### src/rtl/reg_dump_reader_pkg.sv
// reg_dump_reader_pkg: default widths and FSM state encoding for the register dump reader
package reg_dump_reader_pkg;
    localparam int DEF_DATA_WIDTH = 32;
    localparam int DEF_ADDR_WIDTH = 5;
    typedef enum logic [1:0] {
        RDR_IDLE    = 2'd0,
        RDR_READ    = 2'd1,
        RDR_PRESENT = 2'd2,
        RDR_DONE    = 2'd3
    } rdr_state_e;
endpackage

### src/rtl/reg_dump_reader_if.sv
// reg_dump_reader_if: dump control, register-file read port and beat stream of the dump reader
interface reg_dump_reader_if
    import reg_dump_reader_pkg::*;
#(
    parameter int DW = DEF_DATA_WIDTH,
    parameter int AW = DEF_ADDR_WIDTH
) ();
    logic          start;
    logic [AW-1:0] first_addr;
    logic [AW-1:0] last_addr;
    logic          abort;
    logic [AW-1:0] rf_raddr;
    logic [DW-1:0] rf_rdata;
    logic          out_valid;
    logic          out_ready;
    logic [AW-1:0] out_addr;
    logic [DW-1:0] out_data;
    logic          out_last;
    logic          busy;
    logic          done;
    logic          range_err;
    modport slave (
        input  start, first_addr, last_addr, abort, rf_rdata, out_ready,
        output rf_raddr, out_valid, out_addr, out_data, out_last, busy, done, range_err
    );
    modport master (
        output start, first_addr, last_addr, abort, rf_rdata, out_ready,
        input  rf_raddr, out_valid, out_addr, out_data, out_last, busy, done, range_err
    );
endinterface

### src/rtl/reg_dump_addr_ctr.sv
// reg_dump_addr_ctr: walk pointer and latched end address of the current dump range
module reg_dump_addr_ctr
    import reg_dump_reader_pkg::*;
#(
    parameter int ADDR_WIDTH = DEF_ADDR_WIDTH
) (
    input  logic                  clk,
    input  logic                  rst,
    input  logic                  load,
    input  logic                  inc,
    input  logic [ADDR_WIDTH-1:0] first_addr,
    input  logic [ADDR_WIDTH-1:0] last_addr,
    output logic [ADDR_WIDTH-1:0] ptr,
    output logic                  is_last
);
    logic [ADDR_WIDTH-1:0] ptr_q, ptr_d, last_q, last_d;

    always_comb begin
        ptr_d   = load ? first_addr : inc ? ptr_q + 1'b1 : ptr_q;
        last_d  = load ? last_addr : last_q;
        ptr     = ptr_q;
        is_last = ptr_q == last_q;
    end

    always_ff @(posedge clk) begin
        if (!rst) begin
            ptr_q  <= '0;
            last_q <= '0;
        end else begin
            ptr_q  <= ptr_d;
            last_q <= last_d;
        end
    end
endmodule

### src/rtl/reg_dump_reader.sv
// reg_dump_reader: walks an inclusive register range and streams (addr, data) beats over valid/ready
module reg_dump_reader
    import reg_dump_reader_pkg::*;
#(
    parameter int DATA_WIDTH = DEF_DATA_WIDTH,
    parameter int ADDR_WIDTH = DEF_ADDR_WIDTH
) (
    input logic              clk,
    input logic              rst,
    reg_dump_reader_if.slave bus
);
    rdr_state_e            state_q, state_d;
    logic                  out_valid_q, out_valid_d, out_last_q, out_last_d;
    logic                  done_q, done_d, range_err_q, range_err_d;
    logic [ADDR_WIDTH-1:0] out_addr_q, out_addr_d, ptr;
    logic [DATA_WIDTH-1:0] out_data_q, out_data_d;
    logic                  load, inc, is_last, cut, accept, capture, idle;

    reg_dump_addr_ctr #(.ADDR_WIDTH(ADDR_WIDTH)) u_ctr (
        .clk        (clk),
        .rst        (rst),
        .load       (load),
        .inc        (inc),
        .first_addr (bus.first_addr),
        .last_addr  (bus.last_addr),
        .ptr        (ptr),
        .is_last    (is_last)
    );

    always_comb begin
        idle        = state_q == RDR_IDLE;
        cut         = bus.abort && !idle;
        accept      = state_q == RDR_PRESENT && bus.out_ready && !cut;
        capture     = state_q == RDR_READ && !cut;
        load        = idle && bus.start && bus.last_addr >= bus.first_addr;
        range_err_d = idle && bus.start && bus.last_addr < bus.first_addr;
        inc         = accept && !out_last_q;
        done_d      = accept && out_last_q;
        state_d     = state_q;
        unique case (state_q)
            RDR_IDLE:    state_d = load ? RDR_READ : RDR_IDLE;
            RDR_READ:    state_d = RDR_PRESENT;
            RDR_PRESENT: state_d = !bus.out_ready ? RDR_PRESENT : out_last_q ? RDR_DONE : RDR_READ;
            default:     state_d = RDR_IDLE;
        endcase
        if (cut) state_d = RDR_IDLE;
        // Beat fields freeze at capture so later register writes cannot leak into a stalled beat
        out_valid_d   = capture || (state_q == RDR_PRESENT && !bus.out_ready && !cut);
        out_addr_d    = capture ? ptr : out_addr_q;
        out_data_d    = capture ? bus.rf_rdata : out_data_q;
        out_last_d    = capture ? is_last : out_last_q;
        bus.rf_raddr  = idle ? '0 : ptr;
        bus.out_valid = out_valid_q;
        bus.out_addr  = out_addr_q;
        bus.out_data  = out_data_q;
        bus.out_last  = out_last_q;
        bus.busy      = !idle;
        bus.done      = done_q;
        bus.range_err = range_err_q;
    end

    always_ff @(posedge clk) begin
        if (!rst) begin
            state_q     <= RDR_IDLE;
            out_valid_q <= 1'b0;
            out_addr_q  <= '0;
            out_data_q  <= '0;
            out_last_q  <= 1'b0;
            done_q      <= 1'b0;
            range_err_q <= 1'b0;
        end else begin
            state_q     <= state_d;
            out_valid_q <= out_valid_d;
            out_addr_q  <= out_addr_d;
            out_data_q  <= out_data_d;
            out_last_q  <= out_last_d;
            done_q      <= done_d;
            range_err_q <= range_err_d;
        end
    end
endmodule

### src/flat_wrapper.sv
// flat-port wrapper written by rule: the top's interface ports become plain ports
module reg_dump_reader_flat import reg_dump_reader_pkg::*;
#(
    parameter int DATA_WIDTH = DEF_DATA_WIDTH,
    parameter int ADDR_WIDTH = DEF_ADDR_WIDTH
)
  (clk, rst, bus_start, bus_first_addr, bus_last_addr, bus_abort, bus_rf_rdata, bus_out_ready, bus_rf_raddr, bus_out_valid, bus_out_addr, bus_out_data, bus_out_last, bus_busy, bus_done, bus_range_err);
  reg_dump_reader_if bus_i ();
  input logic clk;
  input logic rst;
  input wire logic [$bits(bus_i.start)-1:0] bus_start;
  input wire logic [$bits(bus_i.first_addr)-1:0] bus_first_addr;
  input wire logic [$bits(bus_i.last_addr)-1:0] bus_last_addr;
  input wire logic [$bits(bus_i.abort)-1:0] bus_abort;
  input wire logic [$bits(bus_i.rf_rdata)-1:0] bus_rf_rdata;
  input wire logic [$bits(bus_i.out_ready)-1:0] bus_out_ready;
  output wire logic [$bits(bus_i.rf_raddr)-1:0] bus_rf_raddr;
  output wire logic [$bits(bus_i.out_valid)-1:0] bus_out_valid;
  output wire logic [$bits(bus_i.out_addr)-1:0] bus_out_addr;
  output wire logic [$bits(bus_i.out_data)-1:0] bus_out_data;
  output wire logic [$bits(bus_i.out_last)-1:0] bus_out_last;
  output wire logic [$bits(bus_i.busy)-1:0] bus_busy;
  output wire logic [$bits(bus_i.done)-1:0] bus_done;
  output wire logic [$bits(bus_i.range_err)-1:0] bus_range_err;
  assign bus_i.start = bus_start;
  assign bus_i.first_addr = bus_first_addr;
  assign bus_i.last_addr = bus_last_addr;
  assign bus_i.abort = bus_abort;
  assign bus_i.rf_rdata = bus_rf_rdata;
  assign bus_i.out_ready = bus_out_ready;
  assign bus_rf_raddr = bus_i.rf_raddr;
  assign bus_out_valid = bus_i.out_valid;
  assign bus_out_addr = bus_i.out_addr;
  assign bus_out_data = bus_i.out_data;
  assign bus_out_last = bus_i.out_last;
  assign bus_busy = bus_i.busy;
  assign bus_done = bus_i.done;
  assign bus_range_err = bus_i.range_err;
  reg_dump_reader #(.DATA_WIDTH(DATA_WIDTH), .ADDR_WIDTH(ADDR_WIDTH)) u_core (.clk(clk), .rst(rst), .bus(bus_i));
endmodule
### config.mk
export PLATFORM = sky130hd
export DESIGN_NAME = reg_dump_reader_flat
export DESIGN_NICKNAME = d
export VERILOG_FILES = /design/src/rtl/reg_dump_reader_pkg.sv /design/src/rtl/reg_dump_reader_if.sv /design/src/rtl/reg_dump_addr_ctr.sv /design/src/rtl/reg_dump_reader.sv /design/src/flat_wrapper.sv
export SDC_FILE = /design/constraint.sdc
export NUM_CORES = 1
export LEC_CHECK = 0
export BUFFER_PORTS_ARGS = -buffer_cell sky130_fd_sc_hd__buf_2
export CAP_MARGIN = 20
export CORE_ASPECT_RATIO = 1.75
export CORE_MARGIN = 2
export CORE_UTILIZATION = 43
export DETAILED_ROUTE_END_ITERATION = 8
export PLACE_DENSITY_LB_ADDON = 0.05
export SYNTH_ARGS = -nofsm -noshare
export SYNTH_HDL_FRONTEND = slang
export SYNTH_SLANG_ARGS = --single-unit
### constraint.sdc
create_clock -name clk -period 1.8 [get_ports clk]
set_input_delay 0.45 -clock clk [delete_from_list [all_inputs] [get_ports clk]]
set_output_delay 0.45 -clock clk [all_outputs]
set_load 0.005 [all_outputs]
# Word level (Yosys, flattened, before mapping)
# Index checks and enable logic that the tools add are counted.
op_classes:
  add_sub_neg: 1
  multipliers: 0
  n_div: 0
  order_cmp: 2
  eq_ne: 3
  shift: 0
  muxes: 7
  n_bitwise: 1
  reduce_logical: 19
ops:
  columns: ["operator", "count"]
  rows:
  - ["5-bit two-way mux", 3]
  - ["1-bit logical AND", 11]
  - ["2-bit one-hot mux with 3 select lines", 1]
  - ["5-bit by 1-bit adder with 5-bit output, second input constant", 1]
  - ["5-bit == test", 1]
  - ["5-bit greater-or-equal comparator", 1]
  - ["5-bit less-than comparator", 1]
  - ["1-bit logical NOT", 4]
  - ["2-bit two-way mux", 2]
  - ["2-bit by 1-bit == test with 1-bit output, second input constant", 1]
  - ["2-bit == test, second input constant", 1]
  - ["2-bit logical NOT", 1]
  - ["2-bit nonzero test", 1]
  - ["2-bit OR reduction", 1]
  - ["1-bit logical OR", 1]
  - ["1-bit two-way mux", 1]
  - ["1-bit NOT", 1]
word_totals:
  reg_bits: 53
  latch_bits: 0
  mem_bits_rw: 0
  romBits: 0
  in_bits: 47
  out_inout_bits: 47
  word_cells: 42
  n_memories: 0

# Depth between registers and ports, before layout
# Gate-level depths: netlist of run 1.
depth:
  word_depth: 8
  mapped_depth: 7
  mapped_depth_nobuf: 6

# Cells and area by module
# From an unflattened synthesis of run 1, not the netlist that was laid out.
unflattened:
  cells_unflattened: 264
  hier_area_um2: 2301.0
by_module_without_submodules:
  columns: ["mod", "n_inst", "cells_per_inst", "area_per_inst_um2"]
  rows:
  - ["reg_dump_reader", 1, 214, 1820.5]
  - ["reg_dump_addr_ctr", 1, 50, 480.5]

# Least setup slack after synthesis of run 1
# No wires, ideal clock.
synth_path:
  path_kind: "input -> register"
  start: "in bus_first_addr[2]"
  end: "reg u_core.u_ctr.ptr_q[2] (netlist: u_core.u_ctr.ptr[2])"
  setup_time_ns: 0.122
  arrival_time_ns: 1.632
  setup_slack_ns: 0.046
  path_stages: 7
  n_path_buf: 1
  path_cell_list: "inv_1 > ha_1 > a21oi_2 > o221a_1 > buf_4 > nor2_2 > o311a_1"
synth_via:
  elab_chain_cells: 3
synth_lines:
  columns: ["element", "line", "text"]
  rows:
  - ["from (decl)", "flat_wrapper.sv:12", "input wire logic [$bits(bus_i.first_addr)-1:0] bus_first_addr;"]
  - ["5-bit greater-or-equal comparator", "reg_dump_reader.sv:35", "load = idle && bus.start && bus.last_addr >= bus.first_addr;"]
  - ["1-bit logical AND", "reg_dump_reader.sv:35", null]
  - ["5-bit two-way mux / 2-bit nonzero test (equally long branches)", null, null]
  - ["to (signal assigned)", "reg_dump_addr_ctr.sv:30", "ptr_q <= ptr_d;"]
  - ["to (decl)", "reg_dump_addr_ctr.sv:16", "logic [ADDR_WIDTH-1:0] ptr_q, ptr_d, last_q, last_d;"]
# Several ways; a longest one is shown, not always the timed one.
# A chain may end at the register's enable or synchronous reset.

# Worst setup path after layout of run 1
layout_path:
  start: "in bus_last_addr[4]"
  end: "reg u_core.u_ctr.ptr_q[2] (netlist: u_core.u_ctr.ptr[2])"
layout_via:
  elab_chain_cells: 3
layout_lines:
  columns: ["element", "line", "text"]
  rows:
  - ["from (decl)", "flat_wrapper.sv:13", "input wire logic [$bits(bus_i.last_addr)-1:0] bus_last_addr;"]
  - ["5-bit greater-or-equal comparator *", "reg_dump_reader.sv:35", null]
  - ["1-bit logical AND *", "reg_dump_reader.sv:35", null]
  - ["5-bit two-way mux / 2-bit nonzero test (equally long branches)", null, null]
# Every way passes the cells marked *; elsewhere a longest branch is shown, timed or not.

==> results.sh, run 1 <==
export IMPL_dp_hpwl_um=4000
export IMPL_cpMaxStageDelayCell="o311a_1"
export IMPL_viasPerCell=5.01
export IMPL_root_buffer="clkbuf_8"
export IMPL_synthTopCellsByArea="dfxtp_1 (47%), nand2_1 (13%), a21oi_1 (10%)"
export IMPL_cap_viol_max_count=0
export IMPL_post_cts_resized=0
export IMPL_grt_pass1_vias=2021
export IMPL_postRouteAntennaNets=0
export IMPL_netlist_area_um2=2240
export IMPL_cts_sinks=53
export IMPL_cts_tree="yes"
export IMPL_yosys_warnings=0
export IMPL_cts_setup_buffers=0
export IMPL_clk_latency_ns=0.30
export IMPL_htreeDepth=2
export IMPL_grt_antenna_before_repair=0
export IMPL_core_area_um2=4980
export IMPL_endpoint_kind="register"
export IMPL_yosysTopAreaCell="dfxtp_1"
export IMPL_ioPinCount=94
export IMPL_globalplace_congestion=0.776
export IMPL_cts_buffer_depth=2
export IMPL_final_min_clock_period_ns=1.60
export IMPL_preCtsSetupSlack_ns=-0.117
export IMPL_grt_pass1_wl_um=8780
export IMPL_ir_worst_vdd_uv=741
export IMPL_cp_max_fo=6
export IMPL_finish_utilization=0.588
export IMPL_dr_first_iter_drc_count=73
export IMPL_period_share=0.890
export IMPL_ys_seq_area_frac=0.473
export IMPL_crit_arrival_ns=1.80
export IMPL_initial_core_util=0.450
export IMPL_finalHoldViolCount=0
export IMPL_cts_buffers=5
export IMPL_fill_cells=529
export IMPL_syn_inst=279
export IMPL_avgSynthCellArea_um2=8.03
export IMPL_pwr_share_comb=0.146
export IMPL_p_leak_nw=1.34
export IMPL_port_buffers=93
export IMPL_grt_setup_unrepaired="false"
export IMPL_setup_viol=0
export IMPL_grt_max_degree=39
export IMPL_drive_above_1_share=0.335
export IMPL_swShare=0.261
export IMPL_power_frac_clock=0.295
export IMPL_r2r_start="u_core.state_q[0]"
export IMPL_p_int_w=0.00165
export IMPL_worst_slack_ns=0.198
export IMPL_startpoint="bus_last_addr[4]"
export IMPL_switchingPower_w=0.000582
export IMPL_crit_chain="buf_2 > ha_1 > a21oi_2 > o221a_1 > nor2_2 > o311a_1"
export IMPL_worst_path_largest_cell_delay_ns=0.35
export IMPL_power_density_nw_per_um2=762
export IMPL_drc=0
export IMPL_seq_power_share=0.559
export IMPL_drt_pass1_iterations=4
export IMPL_nets=434
export IMPL_setup_worst_path_start_class="input pin"
export IMPL_hold_path_class="in -> reg"
export IMPL_synth_seq_cells=53
export IMPL_syn_nets=332
export IMPL_slew_viol_final=0
export IMPL_path_clk_slew_ns=0.09
export IMPL_hold_buffers=0
export IMPL_diodes=0
export IMPL_hold_depth=3
export IMPL_status="finished, final reports clean"
export IMPL_slew_headroom=0.751
export IMPL_die_w_um=58.6
export IMPL_path_class="in -> reg"
export IMPL_grt_usage=0.190
export IMPL_totalWireLength_um=5330
export IMPL_tightest_slew_ns=0.374
export IMPL_overflow=0
export IMPL_yosysUniqueCellTypes=37
export IMPL_rows=34
export IMPL_cp_data_required_time_ns=2.00
export IMPL_yosysTopAreaCellShare=0.473
export IMPL_fmax_mhz=624
export IMPL_via_count=2186
export IMPL_die_y_um=99.5
export IMPL_areaGrowthSynthToFinish_pct=30.7
export IMPL_clock_skew_final_ns=0.00529
export IMPL_wl_per_cell_um=12.2
export IMPL_worstHoldStart="bus_rf_rdata[29]"
export IMPL_die_area_um2=5830
export IMPL_r2r_cells=4
final timing paths:
check | endpoint | slack [ns]
worst max-delay path | u_core.u_ctr.ptr[2] | 0.20
worst min-delay path | u_core.bus.out_data[29] | 0.38
worst max register to register | u_core.u_ctr.ptr[2] | 0.39
worst min register to register | u_core.bus.out_data[11] | 0.45
cells in the final DEF (no fill, tap or decap), types with 2 or more instances in the layout:
cell type,instances
buf_2,93
dfxtp_1,53
xor2_1,3
and2_1,3
a21oi_2,2
ha_1,6
o21ai_1,5
xnor2_1,3
nand3_1,11
nor3_1,3
nand2b_1,3
nand4_1,2
o211ai_1,2
buf_4,17
nor2b_1,5
o21ai_0,4
a31oi_1,2
inv_1,9
nand2_1,80
clkbuf_8,5
nor2_2,3
nor2_1,5
a21oi_1,46
layout make-up:
cell class                 instances  area (µm²)  share of cell area
timing repair buffer             111         613               0.209
inverter                           9        33.8              0.0115
sequential                        53        1060               0.362
clock inverter                     2        13.8             0.00470
tap                               54        67.6              0.0231
clock buffer                       6        72.6              0.0248
multi-input combinational        201        1070               0.364
state kept, by name (all words and copies together), names as in the netlist:
signal and cells:
u_core.bus.done 1, u_core.u_ctr.ptr 5, u_core.u_ctr.last_q 5, u_core.state_q 2, u_core.bus.out_data 32, u_core.bus.out_addr 5
u_core.bus.out_last 1, u_core.bus.out_valid 1, u_core.bus.range_err 1
metal layers:
layer | track usage | wire length [µm] | vias to the layer above | share of wire
met5 | 0 | 0 | - | 0
met4 | 0.0577 | 72 | 0 | 0.014
met3 | 0.0299 | 311 | 5 | 0.058
met2 | 0.368 | 2880 | 63 | 0.54
met1 | 0.200 | 2060 | 988 | 0.39
li1 | - | - | 1130 | -
stage by stage:
| stage | hold WS, ns | instance area, µm² | total power [W] | TNS, ns | cells |
|---|---|---|---|---|---|
| after CTS | 0.365 | 2930 | 0.00227 | 0 | 436 |
| after detailed placement | 0.444 | 2840 | 0.00161 | -0.766 | 428 |
| after floorplan | 0.453 | 2240 | 0.00145 | 0 | 279 |
| final | 0.375 | 2930 | 0.00223 | 0 | 436 |
| after global routing | 0.364 | 2930 | 0.00234 | 0 | 436 |
| after global placement | 0.439 | 2840 | 0.00160 | -0.547 | 428 |
power by group through the flow:
stage / clock network, W / registers (W) / logic [W]
after floorplan: 0 / 0.00127 / 0.000181
after global placement: 0 / 0.00127 / 0.000329
after detailed placement: 0 / 0.00128 / 0.000330
after CTS: 0.000685 / 0.00125 / 0.000332
after global routing: 0.000721 / 0.00125 / 0.000368
final: 0.000659 / 0.00125 / 0.000327
synth_stat cells:
master,count
inv_1,9
nor2b_1,5
or2_1,1
and4bb_1,1
buf_4,3
o211ai_1,2
clkbuf_2,1
nand2b_1,3
nand2_2,1
o21a_1,1
nor2b_4,1
a31oi_1,2
ha_1,6
buf_2,7
a211oi_2,1
o21ai_1,5
nand2_1,80
a21oi_2,2
xnor2_1,3
and3_1,1
a21oi_1,46
nor2_2,2
o311a_1,1
clkbuf_1,5
a311oi_2,1
o21ai_0,4
o221ai_2,1
o221a_1,1
xor2_1,3
nor4_1,1
nand3_1,11
nor3_1,3
nor2_1,6
and2_1,3
and2b_1,1
dfxtp_1,53
nand4_1,2
critical path: cells and delay by family:
kind	cells	cell delay (ns)
adders and majority gates	1	0.33
buffers and inverters	1	0.11
and+or+nand+nor	1	0.07
AOI/OAI and AO/OA	3	0.83
cells by family after synthesis:
| family | after synthesis | share of synthesized area |
|---|---|---|
| AND/OR/NAND/NOR | 122 | 0.243 |
| AO/OA/AOI/OAI | 67 | 0.175 |
| flip-flops | 53 | 0.473 |
| buffers and inverters | 25 | 0.0514 |
| XOR/XNOR | 6 | 0.0235 |
| adder cells (fa/ha/maj) | 6 | 0.0335 |
(Power assumes the default switching activity.)
==> inputs of run 2 (changes only) <==
--- a/config.mk
+++ b/config.mk
@@ -12,6 +12,7 @@
 export CORE_UTILIZATION = 43
 export DETAILED_ROUTE_END_ITERATION = 8
 export PLACE_DENSITY_LB_ADDON = 0.05
+export REMOVE_ABC_BUFFERS = 1
 export SYNTH_ARGS = -nofsm -noshare
 export SYNTH_HDL_FRONTEND = slang
 export SYNTH_SLANG_ARGS = --single-unit
==> run 2 against run 1 <==
  * Largest cell class unchanged
  * Via count is 0.96% higher
  * Hold slack got worse by 0.0040 ns
  * Register-to-register slack got worse by 0.21 ns
  * Clock power grew 18%
  * Power up 5.9%
==> results.sh, run 2 (synthesized netlist as in run 1, its figures left out) <==
export IMPL_status="finished, final reports clean"
export IMPL_cts_buffers=5
export IMPL_grt_pass1_vias=2063
export IMPL_totalWireLength_um=5660
export IMPL_via_count=2207
export IMPL_dr_first_iter_drc_count=88
export IMPL_cts_tree="yes"
export IMPL_ir_worst_vdd_uv=708
export IMPL_place_area_um2=2860
export IMPL_die_area_um2=5830
export IMPL_areaGrowthSynthToFinish_pct=32.3
export IMPL_drive_above_1_share=0.343
export IMPL_worstHoldStart="bus_rf_rdata[28]"
export IMPL_largest_reg_flops=32
export IMPL_htreeDepth=2
export IMPL_hold_path_class="in -> reg"
export IMPL_cts_sinks=53
export IMPL_crit_chain="nor2_2 > nor2b_1 > buf_2"
export IMPL_hold_depth=3
export IMPL_cap_viol_max_count=0
export IMPL_die_y_um=99.5
export IMPL_root_buffer="clkbuf_8"
export IMPL_post_cts_resized=0
export IMPL_port_buffers=93
export IMPL_crit_arrival_ns=1.20
export IMPL_routed_top_layer="met4"
export IMPL_grt_setup_unrepaired="false"
export IMPL_path_clk_slew_ns=0.09
export IMPL_clk_latency_ns=0.30
export IMPL_slew_viol_final=0
export IMPL_cpMaxStageDelayCell="dfxtp_1"
export IMPL_grt_max_degree=39
export IMPL_initial_core_util=0.450
export IMPL_period_share=0.915
export IMPL_globalplace_congestion=0.818
export IMPL_ioPinCount=94
export IMPL_grt_usage=0.203
export IMPL_r2r_start="u_core.state_q[1]"
export IMPL_r2r_cells=4
export IMPL_final_cell_mix="buf_2 (93), nand2_1 (80), dfxtp_1 (53), a21oi_1 (46), buf_4 (22)"
export IMPL_final_min_clock_period_ns=1.65
export IMPL_cts_buffer_depth=2
export IMPL_worst_path_largest_cell_delay_ns=0.34
export IMPL_cp_max_fo=8
export IMPL_nets=438
export IMPL_fmax_mhz=607
export IMPL_p_leak_nw=1.37
export IMPL_rrSetupSlack_ns=0.18
export IMPL_stdcell_area_um2=2960
export IMPL_tightest_slew_ns=0.379
export IMPL_postRouteAntennaNets=0
export IMPL_met2_length_um=3100
export IMPL_endpoint_kind="primary output"
export IMPL_power_density_nw_per_um2=798
export IMPL_core_area_um2=4980
export IMPL_drt_met1_wl_um=2130
export IMPL_slew_headroom=0.747
export IMPL_rows=34
export IMPL_drt_pass1_iterations=4
export IMPL_path_class="reg -> out"
export IMPL_setup_viol=0
export IMPL_grt_pass1_wl_um=9230
export IMPL_reg2reg_to="u_core.bus.range_err"
export IMPL_clock_skew_final_ns=0.00683
export IMPL_drc=0
export IMPL_overflow=0
export IMPL_finalHoldViolCount=0
export IMPL_cts_setup_buffers=0
export IMPL_diodes=0
export IMPL_setup_worst_path_start_class="register"
export IMPL_p_total_w=0.00237
export IMPL_wl_met3_um=301
export IMPL_cp_data_required_time_ns=1.35
export IMPL_min_to="u_core.bus.out_data[28]"
export IMPL_layout_commonest_cell="buf_2"
export IMPL_grt_antenna_before_repair=0
export IMPL_dp_hpwl_um=4340
export IMPL_die_w_um=58.6
export IMPL_setup_tns_ns=0
export IMPL_viasPerCell=5.03
export IMPL_hold_buffers=0
export IMPL_wl_per_cell_um=12.9
==> run 2: cell count changes in the layout (fill, tap and decap cells not counted), sizes merged <==
cell / previous run / this run
inv: 10 / 9
clkbuf: 6 / 5
buf: 111 / 115
bufinv: 0 / 1
==> run 2: per-layer routing <==
layer / vias to the layer above / track usage
met5: - / 0
met4: 0 / 0.0909
met3: 9 / 0.0377
met2: 59 / 0.375
met1: 1003 / 0.215
li1: 1136 / -
==> run 2: power breakdown <==
group	switching (W)	internal (W)	leakage [nW]
Combinational	0.000178	0.000165	0.883
Clock	0.000375	0.000405	0.0540
Sequential	0.0000310	0.00121	0.429
==> run 2: area by class of cell <==
class                           instances  area, µm²
Clock buffer                            5       68.8
Clock inverter                          2       35.0
Fill cell                             513       2010
Inverter                                9       33.8
Multi-Input combinational cell        201       1070
Sequential cell                        53       1060
Tap cell                               54       67.6
Timing Repair Buffer                  115        631
==> run 2: critical path, delay by kind of cell (launching register included) <==
| family | cells | cell delay [ns] |
|---|---|---|
| flops | 1 | 0.34 |
| simple gates | 2 | 0.41 |
| buf+inv | 1 | 0.14 |
==> run 2: stage by stage <==
step	hold slack (ns)	cells	utilization	worst slack, ns
CTS	0.366	439	0.596	0.142
global route	0.367	439	0.596	0.0429
floorplan	0.453	263	-	-0.279
global placement	0.438	432	0.575	-0.0990
detailed placement	0.444	432	0.575	-0.155
finish	0.371	439	0.596	0.153
==> run 2: worst max-delay path by stage <==
| stage | startpoint | end | slack (ns) |
|---|---|---|---|
| CTS | u_core.state_q[1] | u_core.bus.range_err | 0.14 |
| floorplan | u_core.state_q[1] | u_core.bus.out_last | -0.28 |
| global placement | bus_last_addr[0] | u_core.u_ctr.ptr[2] | -0.1 |
| detailed placement | bus_last_addr[0] | u_core.u_ctr.ptr[2] | -0.15 |
| finish | u_core.state_q[1] | bus_rf_raddr[3] | 0.15 |
| global route | u_core.state_q[1] | u_core.bus.range_err | 0.04 |
==> inputs of run 3 (changes only) <==
--- a/config.mk
+++ b/config.mk
@@ -9,7 +9,7 @@
 export CAP_MARGIN = 20
 export CORE_ASPECT_RATIO = 1.75
 export CORE_MARGIN = 2
-export CORE_UTILIZATION = 43
+export CORE_UTILIZATION = 47
 export DETAILED_ROUTE_END_ITERATION = 8
 export PLACE_DENSITY_LB_ADDON = 0.05
 export REMOVE_ABC_BUFFERS = 1
==> constraint.sdc (replaced) <==
create_clock -name clk -period 1.65 [get_ports clk]
set_input_delay 0.4125 -clock clk [delete_from_list [all_inputs] [get_ports clk]]
set_output_delay 0.4125 -clock clk [all_outputs]
set_load 0.005 [all_outputs]
==> run 3 against run 2 <==
  * Sequential share of layout area down 0.48 points
  * Routed wire length shrank 6.3%
  * Non-clock buffer count is 1 lower
  * Critical path depth grew 4
  * Global-route usage shrank 0.61 points
  * Clock skew hardly changed
  * Worst setup slack worse by 0.053 ns
==> results.sh, run 3 (synthesized netlist as in run 1, its figures left out) <==
export IMPL_status="finished, final reports clean"
export IMPL_initial_core_util=0.485
export IMPL_place_area_um2=2890
export IMPL_endpoint_kind="register"
export IMPL_grtUsageMet3=0.0339
export IMPL_busiest_layer="met2"
export IMPL_tightest_slew_ns=0.504
export IMPL_finalHoldViolCount=0
export IMPL_core_area_um2=4620
export IMPL_period_share=0.940
export IMPL_p_leak_nw=1.37
export IMPL_via_count=2178
export IMPL_crit_arrival_ns=1.74
export IMPL_layout_commonest_cell="buf_2"
export IMPL_dr_first_iter_drc_count=66
export IMPL_cts_setup_buffers=0
export IMPL_cp_data_required_time_ns=1.83
export IMPL_cts_buffer_depth=2
export IMPL_final_cell_mix="buf_2 (93), nand2_1 (80), dfxtp_1 (53), a21oi_1 (46), buf_4 (18)"
export IMPL_diodes=0
export IMPL_rrSetupSlack_ns=0.26
export IMPL_die_w_um=56.2
export IMPL_wl_per_cell_um=12.1
export IMPL_drive_above_1_share=0.340
export IMPL_largest_reg_flops=32
export IMPL_cp_max_fo=6
export IMPL_grt_max_degree=39
export IMPL_die_area_um2=5360
export IMPL_postRouteAntennaNets=0
export IMPL_slew_headroom=0.663
export IMPL_port_buffers=93
export IMPL_cts_sinks=53
export IMPL_dp_hpwl_um=4060
export IMPL_clk_latency_ns=0.29
export IMPL_grt_pass1_vias=1980
export IMPL_hold_path_class="in -> reg"
export IMPL_grt_antenna_before_repair=0
export IMPL_cpMaxStageDelayCell="o311a_1"
export IMPL_stdcell_area_um2=3000
export IMPL_path_clk_slew_ns=0.09
export IMPL_grt_usage=0.197
export IMPL_power_density_nw_per_um2=863
export IMPL_viasPerCell=4.98
export IMPL_drt_pass1_iterations=4
export IMPL_nets=437
export IMPL_root_buffer="clkbuf_8"
export IMPL_fmax_mhz=645
export IMPL_areaGrowthSynthToFinish_pct=34.1
export IMPL_critPathTopFamily="compound AO/OA/AOI/OAI gates"
export IMPL_cts_tree="yes"
export IMPL_drc=0
export IMPL_final_min_clock_period_ns=1.55
export IMPL_cts_buffers=5
export IMPL_grt_pass1_wl_um=8500
export IMPL_use_met2=0.382
export IMPL_rows=33
export IMPL_crit_chain="buf_2 > inv_1 > ha_1 > and2b_1 > o221a_1 > nor2_2 > o311a_1"
export IMPL_setup_tns_ns=0
export IMPL_cap_viol_max_count=0
export IMPL_die_y_um=95.3
export IMPL_htreeDepth=2
export IMPL_crit_buf_inv=2
export IMPL_finish_utilization=0.650
export IMPL_worst_path_largest_cell_delay_ns=0.35
export IMPL_globalplace_congestion=0.836
export IMPL_totalWireLength_um=5310
export IMPL_clock_skew_final_ns=0.00660
export IMPL_ioPinCount=94
export IMPL_slew_viol_final=0
export IMPL_preCtsSetupSlack_ns=-0.208
export IMPL_setup_viol=0
export IMPL_grt_setup_unrepaired="false"
export IMPL_overflow=0
export IMPL_ir_worst_vdd_uv=639
export IMPL_met1_usage=0.205
export IMPL_setup_worst_path_start_class="input pin"
export IMPL_worst_slack_ns=0.0996
export IMPL_path_class="in -> reg"
-- run 3: changes by cell type in the layout (fill, tap and decap cells not counted), sizes merged --
cell / change
buf: -1
clkbuf: +1
-- run 3: layout make-up --
| class | count | area (µm²) |
|---|---|---|
| Clock inverter | 2 | 38.8 |
| Multi-Input combinational cell | 201 | 1070 |
| Fill cell | 456 | 1620 |
| Sequential cell | 53 | 1060 |
| Timing Repair Buffer | 114 | 661 |
| Inverter | 9 | 33.8 |
| Clock buffer | 6 | 72.6 |
| Tap cell | 52 | 65.1 |
-- run 3: report_power, final --
| part | leakage (nW) | internal, W | switching, W |
|---|---|---|---|
| sequential | 0.429 | 0.00132 | 0.0000378 |
| clock | 0.0554 | 0.000456 | 0.000398 |
| combinational | 0.890 | 0.000188 | 0.000191 |
-- run 3: final timing paths --
kind                     startpoint                 endpoint  cells past startpoint
min reg2reg  u_core.bus.out_addr[4]   u_core.bus.out_addr[4]                      2
min                bus_rf_rdata[15]  u_core.bus.out_data[15]                      3
max                bus_last_addr[0]      u_core.u_ctr.ptr[2]                      7
max reg2reg       u_core.state_q[0]      u_core.u_ctr.ptr[2]                      4
-- run 3: per-layer routing --
| metal | share of wire | up-vias |
|---|---|---|
| met5 | 0 | - |
| met4 | 0.015 | 0 |
| met3 | 0.049 | 4 |
| met2 | 0.55 | 56 |
| met1 | 0.39 | 983 |
| li1 | - | 1135 |
-- run 3: worst min-delay path, stage by stage --
cell and delay (ns):
buf_2 0.09, nand2_1 0.04, a21oi_1 0.05
-- run 3: metrics by stage --
stage	hold WS [ns]	instances	power (W)
global route	0.333	437	0.00272
floorplan	0.453	263	0.00156
global placement	0.439	429	0.00177
CTS	0.326	437	0.00263
finish	0.339	437	0.00259
detailed placement	0.442	429	0.00177
-- run 3: repair_timing --
action	CTS	global route
hold buffers	0	0
resized for setup	0	1
setup endpoints to repair	0	3
